--- src/rtl/airflow_classifier.sv ---
// Windowed audio-magnitude airflow classifier: per-level sample histograms decide a registered level.
// Optional hysteresis on level changes is enabled by defining AIRFLOW_HYST_EN.
module airflow_classifier #(
  parameter int                  SAMPLE_W     = 32,
  parameter int                  LEVELS       = 3,
  parameter int                  WINDOW       = 16,
  parameter logic [SAMPLE_W-1:0] TH1          = SAMPLE_W'(32'h001F_FF00),
  parameter logic [SAMPLE_W-1:0] TH2          = SAMPLE_W'(32'h01FF_E000),
  parameter logic [SAMPLE_W-1:0] TH3          = SAMPLE_W'(32'h7FFF_FFFF),
  parameter int                  HYST_WINDOWS = 2,
  localparam int                 CNT_W        = $clog2(WINDOW + 1)
) (
  input  logic                clock,
  input  logic                resetn,
  input  logic [SAMPLE_W-1:0] sample_in,
  input  logic                sample_valid,
  input  logic                mute,
  output logic [1:0]          air,
  output logic                win_done,
  output logic [CNT_W-1:0]    bin0,
  output logic [CNT_W-1:0]    bin1,
  output logic [CNT_W-1:0]    bin2,
  output logic [CNT_W-1:0]    bin3
);

  localparam logic [SAMPLE_W-1:0] MOST_NEG = {1'b1, {(SAMPLE_W-1){1'b0}}};
  localparam logic [SAMPLE_W-1:0] MOST_POS = {1'b0, {(SAMPLE_W-1){1'b1}}};

  logic [1:0]          air_q, air_d;
  logic                win_done_q, win_done_d;
  logic [CNT_W-1:0]    win_cnt_q, win_cnt_d;
  logic [CNT_W-1:0]    cnt_q [4];
  logic [CNT_W-1:0]    cnt_d [4];
  logic [CNT_W-1:0]    bin_q [4];
  logic [CNT_W-1:0]    bin_d [4];
  logic [CNT_W-1:0]    new_cnt [4];
  logic [SAMPLE_W-1:0] mag;
  logic [1:0]          lvl;
  logic [1:0]          winner;
  logic                has_win;
  logic                is_max;
  logic                closing;
  logic [1:0]          cand;

`ifdef AIRFLOW_HYST_EN
  localparam logic [3:0] HYST_N = 4'(HYST_WINDOWS);
  logic [1:0] streak_lvl_q, streak_lvl_d;
  logic [3:0] streak_cnt_q, streak_cnt_d;
  logic [3:0] streak_next;
`else
  logic unused_hyst;
  assign unused_hyst = ^HYST_WINDOWS;
`endif

  // The most negative sample has no positive twin, so it saturates.
  always_comb begin
    if (sample_in == MOST_NEG) begin
      mag = MOST_POS;
    end else if (sample_in[SAMPLE_W-1]) begin
      mag = SAMPLE_W'(0) - sample_in;
    end else begin
      mag = sample_in;
    end
    lvl = 2'd0;
    if (mag > TH1) lvl = lvl + 2'd1;
    if (LEVELS > 2 && mag > TH2) lvl = lvl + 2'd1;
    if (LEVELS > 3 && mag > TH3) lvl = lvl + 2'd1;
  end

  always_comb begin
    for (int i = 0; i < 4; i++) begin
      new_cnt[i] = cnt_q[i];
    end
    new_cnt[lvl] = cnt_q[lvl] + CNT_W'(1);
  end

  // A winner must strictly beat every other active level.
  always_comb begin
    has_win = 1'b0;
    winner  = 2'd0;
    is_max  = 1'b0;
    for (int i = 0; i < 4; i++) begin
      if (i < LEVELS) begin
        is_max = 1'b1;
        for (int j = 0; j < 4; j++) begin
          if (j < LEVELS && j != i && new_cnt[i] <= new_cnt[j]) is_max = 1'b0;
        end
        if (is_max) begin
          has_win = 1'b1;
          winner  = 2'(i);
        end
      end
    end
  end

  assign closing = sample_valid && (win_cnt_q == CNT_W'(WINDOW - 1));
  assign cand    = mute ? 2'd0 : (has_win ? winner : air_q);

  always_comb begin
    air_d      = air_q;
    win_done_d = 1'b0;
    win_cnt_d  = win_cnt_q;
    for (int i = 0; i < 4; i++) begin
      cnt_d[i] = cnt_q[i];
      bin_d[i] = bin_q[i];
    end
`ifdef AIRFLOW_HYST_EN
    streak_lvl_d = streak_lvl_q;
    streak_cnt_d = streak_cnt_q;
    streak_next  = 4'd1;
`endif
    if (sample_valid) begin
      if (closing) begin
        win_done_d = 1'b1;
        win_cnt_d  = '0;
        for (int i = 0; i < 4; i++) begin
          cnt_d[i] = '0;
          bin_d[i] = new_cnt[i];
        end
`ifdef AIRFLOW_HYST_EN
        // A streak only continues while the same differing candidate keeps winning.
        if (mute) begin
          air_d        = 2'd0;
          streak_cnt_d = 4'd0;
        end else if (cand == air_q) begin
          streak_cnt_d = 4'd0;
        end else begin
          if (cand == streak_lvl_q && streak_cnt_q != 4'd0) streak_next = streak_cnt_q + 4'd1;
          if (streak_next >= HYST_N) begin
            air_d        = cand;
            streak_cnt_d = 4'd0;
          end else begin
            streak_lvl_d = cand;
            streak_cnt_d = streak_next;
          end
        end
`else
        air_d = cand;
`endif
      end else begin
        win_cnt_d = win_cnt_q + CNT_W'(1);
        for (int i = 0; i < 4; i++) begin
          cnt_d[i] = new_cnt[i];
        end
      end
    end
  end

  always_ff @(posedge clock or negedge resetn) begin
    if (!resetn) begin
      air_q      <= 2'd0;
      win_done_q <= 1'b0;
      win_cnt_q  <= '0;
      for (int i = 0; i < 4; i++) begin
        cnt_q[i] <= '0;
        bin_q[i] <= '0;
      end
`ifdef AIRFLOW_HYST_EN
      streak_lvl_q <= 2'd0;
      streak_cnt_q <= 4'd0;
`endif
    end else begin
      air_q      <= air_d;
      win_done_q <= win_done_d;
      win_cnt_q  <= win_cnt_d;
      for (int i = 0; i < 4; i++) begin
        cnt_q[i] <= cnt_d[i];
        bin_q[i] <= bin_d[i];
      end
`ifdef AIRFLOW_HYST_EN
      streak_lvl_q <= streak_lvl_d;
      streak_cnt_q <= streak_cnt_d;
`endif
    end
  end

  assign air      = air_q;
  assign win_done = win_done_q;
  assign bin0     = bin_q[0];
  assign bin1     = bin_q[1];
  assign bin2     = bin_q[2];
  assign bin3     = bin_q[3];

endmodule
--- config.mk ---
export PLATFORM = sky130hd
export DESIGN_NAME = airflow_classifier
export DESIGN_NICKNAME = d
export VERILOG_FILES = /design/src/rtl/airflow_classifier.sv
export SDC_FILE = /design/constraint.sdc
export NUM_CORES = 1
export LEC_CHECK = 0
export BUFFER_PORTS_ARGS = -buffer_cell sky130_fd_sc_hd__buf_2
export CAP_MARGIN = 30
export CORE_ASPECT_RATIO = 0.75
export CORE_UTILIZATION = 38
export CTS_CLUSTER_SIZE = 30
export DETAILED_ROUTE_END_ITERATION = 6
export GPL_TIMING_DRIVEN = 0
export PLACE_DENSITY_LB_ADDON = 0.1
export SYNTH_ARGS = -nofsm -noshare
export SYNTH_HDL_FRONTEND = slang
export SYNTH_SLANG_ARGS = --single-unit
--- constraint.sdc ---
create_clock -name clock -period 8.6 [get_ports clock]
set_input_delay 0.86 -clock clock [delete_from_list [all_inputs] [get_ports clock]]
set_output_delay 0.86 -clock clock [all_outputs]
set_load 0.01 [all_outputs]
==> results of run 1 <==
-- worst register-to-register path, stage by stage, from the launching register on --
cell       delay, ns
dfrtp_1         0.42
nand2_1         0.08
o211a_1         0.14
a21oi_1         0.26
ha_1            0.35
clkbuf_1        0.40
nand3_1         0.16
nand2_1         0.09
a21oi_1         0.06
a221o_1         0.38
ha_1            0.34
o21ai_0         0.11
nor2_1          0.11
o21ai_0         0.09
o211a_1         0.18
o21a_1          0.11
a2111oi_1       0.61
a22oi_1         0.12
o21ai_0         0.12
-- layout make-up --
cell class                      count  area share, %
Buffer                             23          2.775
Inverter                           36          3.059
Clock buffer                        6          2.917
Sequential cell                    48          27.19
Tap cell                          132          3.738
Clock inverter                      2         0.7930
Multi-Input combinational cell    349          52.96
Timing Repair Buffer               55          6.570
-- power groups by stage --
stage               Clock (W)  Sequential (W)  Combinational (W)
floorplan                   0        0.000360           0.000333
global placement            0        0.000348           0.000489
global route         0.000237        0.000359           0.000566
finish               0.000220        0.000347           0.000502
CTS                  0.000226        0.000347           0.000498
detailed placement          0        0.000351           0.000494
-- timing repair --
item                       CTS  global route
resized for setup            1             6
cloned                       0             0
hold buffers                 0             0
hold endpoints to repair     0             0
setup endpoints to repair    2             2
-- stage by stage --
step                      worst slack (ns)  power [W]
after global placement             -0.2400  0.0008367
after global routing              0.003221   0.001162
after floorplan                      1.372  0.0006926
final                               0.6658   0.001069
after CTS                           0.1034   0.001071
after detailed placement           -0.3391  0.0008450
-- placed cells by master, fill, tap and decap left out, types with 5 or more instances in the layout --
master     count
ha_1          13
a21o_1         7
mux2_2         5
clkbuf_16      5
o21ai_0       44
nand4_1        7
nand3_1       17
nor3_1        13
o22ai_1       15
a32oi_1        5
xor2_1        12
nor2_1        33
buf_2         57
dfrtp_1       48
clkbuf_1      14
nand2_1       57
xnor2_1       11
o31ai_1        5
inv_1         33
mux2i_1        9
a21oi_1       13
-- registers in the layout (all words and copies together), names as in the netlist --
name and count:
win_done 1, bin0 5, bin2 5, cnt_q 20, air 2, bin3 5
bin1 5, win_cnt_q 5
-- routing by layer --
layer  track usage (%)  share of wire, %  vias to the layer above
met5                 0                 0                        -
met4             2.647              0.12                        0
met3             3.767               5.5                        2
li1                  -                 -                     1802
met1             34.99                54                     1740
met2             29.91                41                       90
-- kinds of logic after synthesis --
group / share of synthesized area (%)
compound gates: 22.67
xor+xnor: 5.343
fa+ha+maj: 5.377
buf+inv: 6.870
flops: 31.86
mux: 6.273
simple gates: 21.61
-- worst max path at each step --
stage	depth (start not counted)	slack, ns	end
6_report	29	0.67	air[1]$_DFFE_PN0P_
5_1_grt	31	0.003	air[1]$_DFFE_PN0P_
4_1_cts	32	0.10	air[1]$_DFFE_PN0P_
3_5_place_dp	32	-0.34	air[1]$_DFFE_PN0P_
3_3_place_gp	32	-0.24	air[1]$_DFFE_PN0P_
2_1_floorplan	28	1.37	air[1]$_DFFE_PN0P_
==> results.json, run 1 <==
{
  "critical_path.top_delay_family": "compound AO/OA/AOI/OAI gates",
  "power_frac_comb_pct": 46.9,
  "switching_share_pct": 39.49,
  "die_h_um": 88.26,
  "cts.root.buffer_cell": "clkbuf_16",
  "skew_ns": 0.005920,
  "tns_ns": 0,
  "yosysMostFrequentCell": "nand2_1",
  "critPathLaunchType": "primary input",
  "critPathMaxFanout": 10,
  "cts_setup_buffers": 0,
  "yosysUniqueCellTypes": 72,
  "core_area_sq_mm": 0.009658,
  "critPathMostFrequentCell": "o21ai_0",
  "path_buf_inv": 5,
  "cp_slowest_stage_delay_ns": 0.71,
  "min_period_over_period_pct": 92.26,
  "antenna_found_initial": 0,
  "drc": 0,
  "synth_area_leaders": "dfrtp_1 (32%), o21ai_0 (5.8%), nand2_1 (5.7%), ha_1 (4.3%), inv_1 (3.3%)",
  "portBuffers": 54,
  "fin_cells": 651,
  "drive_above_1_share_pct": 18.69,
  "drt-initial-drc-count": 247,
  "h-tree-depth": 2,
  "maxCapViolCount": 0,
  "drt-total-wl_um": 10510,
  "syn_avg_cell_area_sq_um": 8.249,
  "min_to": "bin0[4]$_DFFE_PN0P_",
  "multiInputGateArea_sq_mm": 0.002340,
  "slew_headroom_pct": 51.85,
  "power_frac_seq_pct": 32.5,
  "tightest_slew_ns": 0.7022,
  "min_path_cells": 2,
  "dieArea_sq_mm": 0.01033,
  "vias": 3634,
  "grt_pass1_vias": 3243,
  "dpl_cell_area_sq_mm": 0.004225,
  "initial_core_util_pct": 39.03,
  "utilization_pct": 45.74,
  "fmax_mhz": 126.0,
  "synth-seq-cells": 48,
  "final-hold-violation-count": 0,
  "ir_drop_uv": 125.6,
  "ys.flop_type": "dfrtp_1",
  "r2r_cells": 18,
  "min_from": "bin0[4]$_DFFE_PN0P_",
  "r2r-end": "air[1]$_DFFE_PN0P_",
  "first_pass_iters": 4,
  "design_area_sq_mm": 0.004418,
  "cts_inserted_buffers": 5,
  "reg2reg_slack_ns": 4.41,
  "grt_max_degree": 28,
  "path_clk_slew_ns": 0.07,
  "n_fill_cell": 947,
  "cp.required_ns": 8.81,
  "num_rows": 31,
  "end_kind": "flip-flop",
  "ant_nets": 0,
  "syn-num-nets": 506,
  "p_sw_w": 0.0004224,
  "area_delta_synth_final_pct": 17.19,
  "netlist_area_sq_mm": 0.003770,
  "async_reset_ff_share_pct": 100.0,
  "rsz0062_at_grt": "false",
  "grt_pass1_wl_um": 17220,
  "synthCells": 457,
  "setup_violations": 0,
  "diodes": 0,
  "final-seq-area_sq_mm": 0.001201,
  "grt_overflow_total": 0,
  "die_w_um": 117.0,
  "path_class": "in2reg",
  "clkPwrFrac_pct": 20.6,
  "nNetsFinal": 567,
  "cts.sinks": 48,
  "yosysSeqAreaShare_pct": 31.86,
  "cts_buffer_depth": 2,
  "status": "finished clean",
  "p_per_area_mw_per_mm2": 242.1,
  "maxSlewViolCount": 0,
  "crit_slowest_cell": "or4_2",
  "synth_warnings": 0,
  "wl_per_cell_um": 16.15,
  "grt_util_all_layers_pct": 21.60,
  "p_leak_nw": 1.974,
  "whs_ns": 0.4705,
  "r2r-start": "cnt_q[0]$_DFFE_PN0P_",
  "clk_latency_ns": 0.29,
  "yosys-top-cells-count": "nand2_1 (57), dfrtp_1 (48), o21ai_0 (44)",
  "dp_hpwl_um": 8088,
  "via_per_inst": 5.582,
  "synth_top_area_share_pct": 31.86,
  "cts_tree": "built",
  "synth_edf_count": 0,
  "io_pins": 59,
  "crit_path_start": "sample_in[0]",
  "arrival_ns": 8.14,
  "post-route-min-period_ns": 7.934,
  "hp-class": "reg2reg",
  "synth_top_area_cell": "dfrtp_1",
  "p_int_w": 0.0006471,
  "numPlacedInstances": 644,
  "globalplace.congestion": 0.8800
}
(Power assumes the default switching activity.)
==> run 2, diff against run 1 <==
Settings changed: CTS_CLUSTER_DIAMETER from default to 100.
Clock period 8.6 ns to 8.3 ns, I/O delays scaled along.
==> results.json, run 2 (synthesized netlist as in run 1, its figures left out) <==
{
  "dieArea_sq_mm": 0.01033,
  "nNetsFinal": 567,
  "ant_nets": 0,
  "largest_reg_flops": 20,
  "largest-register": "cnt_q",
  "switching_share_pct": 39.52,
  "design_area_sq_mm": 0.004439,
  "tns_ns": 0,
  "grt_max_degree": 28,
  "diodes": 0,
  "fin_ws_ns": 0.6442,
  "wl_per_cell_um": 16.02,
  "rsz0062_at_grt": "false",
  "cts.sinks": 48,
  "antenna_found_initial": 0,
  "top_usage_layer": "met1",
  "critPathMaxFanout": 19,
  "path_class": "in2reg",
  "cts.root.buffer_cell": "clkbuf_16",
  "drc": 0,
  "critPathLaunchType": "primary input",
  "cts_tree": "built",
  "cts_setup_buffers": 0,
  "core_area_sq_mm": 0.009658,
  "globalplace.congestion": 0.8800,
  "initial_core_util_pct": 39.03,
  "min_period_over_period_pct": 92.24,
  "cts_buffer_depth": 2,
  "p_per_area_mw_per_mm2": 252.1,
  "via_per_inst": 5.584,
  "maxCapViolCount": 0,
  "portBuffers": 54,
  "drive_above_1_share_pct": 19.08,
  "hp-class": "reg2reg",
  "ir_drop_uv": 130.4,
  "utilization_pct": 45.96,
  "final_cell_mix": "buf_2 (57), nand2_1 (57), dfrtp_1 (48), o21ai_0 (44)",
  "slew_headroom_pct": 52.14,
  "grt_overflow_total": 0,
  "maxSlewViolCount": 0,
  "grt_pass1_vias": 3292,
  "drt-total-wl_um": 10430,
  "end_kind": "flip-flop",
  "pre_cts_slack_ns": -0.6091,
  "tightest_slew_ns": 0.6980,
  "postCtsResizedCells": 5,
  "clkPwrFrac_pct": 20.3,
  "p_sw_w": 0.0004423,
  "grt_util_all_layers_pct": 21.71,
  "skew_ns": 0.005633,
  "h-tree-depth": 2,
  "p_int_w": 0.0006768,
  "first_pass_iters": 5,
  "io_pins": 59,
  "numPlacedInstances": 644,
  "num_rows": 31,
  "die_w_um": 117.0,
  "grt_pass1_wl_um": 17350,
  "power_frac_seq_pct": 32.1,
  "power_frac_comb_pct": 47.6,
  "cts_inserted_buffers": 5,
  "area_delta_synth_final_pct": 17.76,
  "status": "finished clean",
  "crit_slowest_cell": "or4_4",
  "final-hold-violation-count": 0,
  "vias": 3635,
  "post-route-min-period_ns": 7.656,
  "n_fill_cell": 945,
  "hold_buffers": 0,
  "cp_slowest_stage_delay_ns": 0.59,
  "dpl_cell_area_sq_mm": 0.004225,
  "arrival_ns": 7.86,
  "drt-initial-drc-count": 209,
  "die_h_um": 88.26,
  "cp.required_ns": 8.51,
  "use_met1_pct": 34.69,
  "grt_use_met3_pct": 3.973,
  "clk_latency_ns": 0.29,
  "p_leak_nw": 1.985,
  "fmax_mhz": 130.6,
  "grtUsageMet2_pct": 30.45,
  "dp_hpwl_um": 8088,
  "path_clk_slew_ns": 0.07,
  "setup_violations": 0,
  "fin_cells": 651
}
run 2: cell counts in the layout (fill, tap and decap cells not counted):
No cell type changed its count.
run 2: area by class of cell:
cell class                      instances  area (sq um)  area share, %
Clock buffer                            6         128.9          2.903
Sequential cell                        48          1201          27.06
Inverter                               36         135.1          3.044
Multi-Input combinational cell        349          2360          53.16
Buffer                                 23         123.9          2.790
Timing Repair Buffer                   55         290.3          6.539
Tap cell                              132         165.2          3.720
Clock inverter                          2         35.03         0.7892
run 2: per-stage QoR:
step	power, W	hold slack, ns
4_1_cts	0.001112	0.4801
3_5_place_dp	0.0008756	0.4645
2_1_floorplan	0.0007176	0.4451
6_report	0.001119	0.4704
3_3_place_gp	0.0008670	0.4568
5_1_grt	0.001215	0.5067
run 2: power groups by stage:
stage | Combinational (W) | Sequential (W) | Clock, W
floorplan | 0.000345 | 0.000373 | 0
global placement | 0.000507 | 0.000360 | 0
detailed placement | 0.000512 | 0.000364 | 0
CTS | 0.000517 | 0.000360 | 0.000235
global route | 0.000598 | 0.000372 | 0.000245
finish | 0.000532 | 0.000359 | 0.000227
run 2: routing by layer:
metal | up-vias | wire [um]
met4 | 0 | 42
met1 | 1731 | 5556
met3 | 7 | 651
met2 | 96 | 4176
li1 | 1801 | -
met5 | - | 0
run 2: final timing paths:
check / startpoint / to / slack (ns) / depth (start not counted)
max reg2reg: cnt_q[0]$_DFFE_PN0P_ / air[1]$_DFFE_PN0P_ / 4.36 / 18
min reg2reg: bin0[4]$_DFFE_PN0P_ / bin0[4]$_DFFE_PN0P_ / 0.47 / 2
max: sample_in[15] / air[1]$_DFFE_PN0P_ / 0.64 / 30
min: bin0[4]$_DFFE_PN0P_ / bin0[4]$_DFFE_PN0P_ / 0.47 / 2
max in group asynchronous: resetn / cnt_q[6]$_DFFE_PN0P_ / 7.25 / 2
min in group asynchronous: resetn / bin2[2]$_DFFE_PN0P_ / 0.52 / 1
run 2: critical path: cells and delay by family:
family	cells	cell delay, ns
adders and majority gates	3	0.80
and+or+nand+nor	10	2.74
AOI/OAI and AO/OA	13	2.58
buffers and inverters	4	0.89
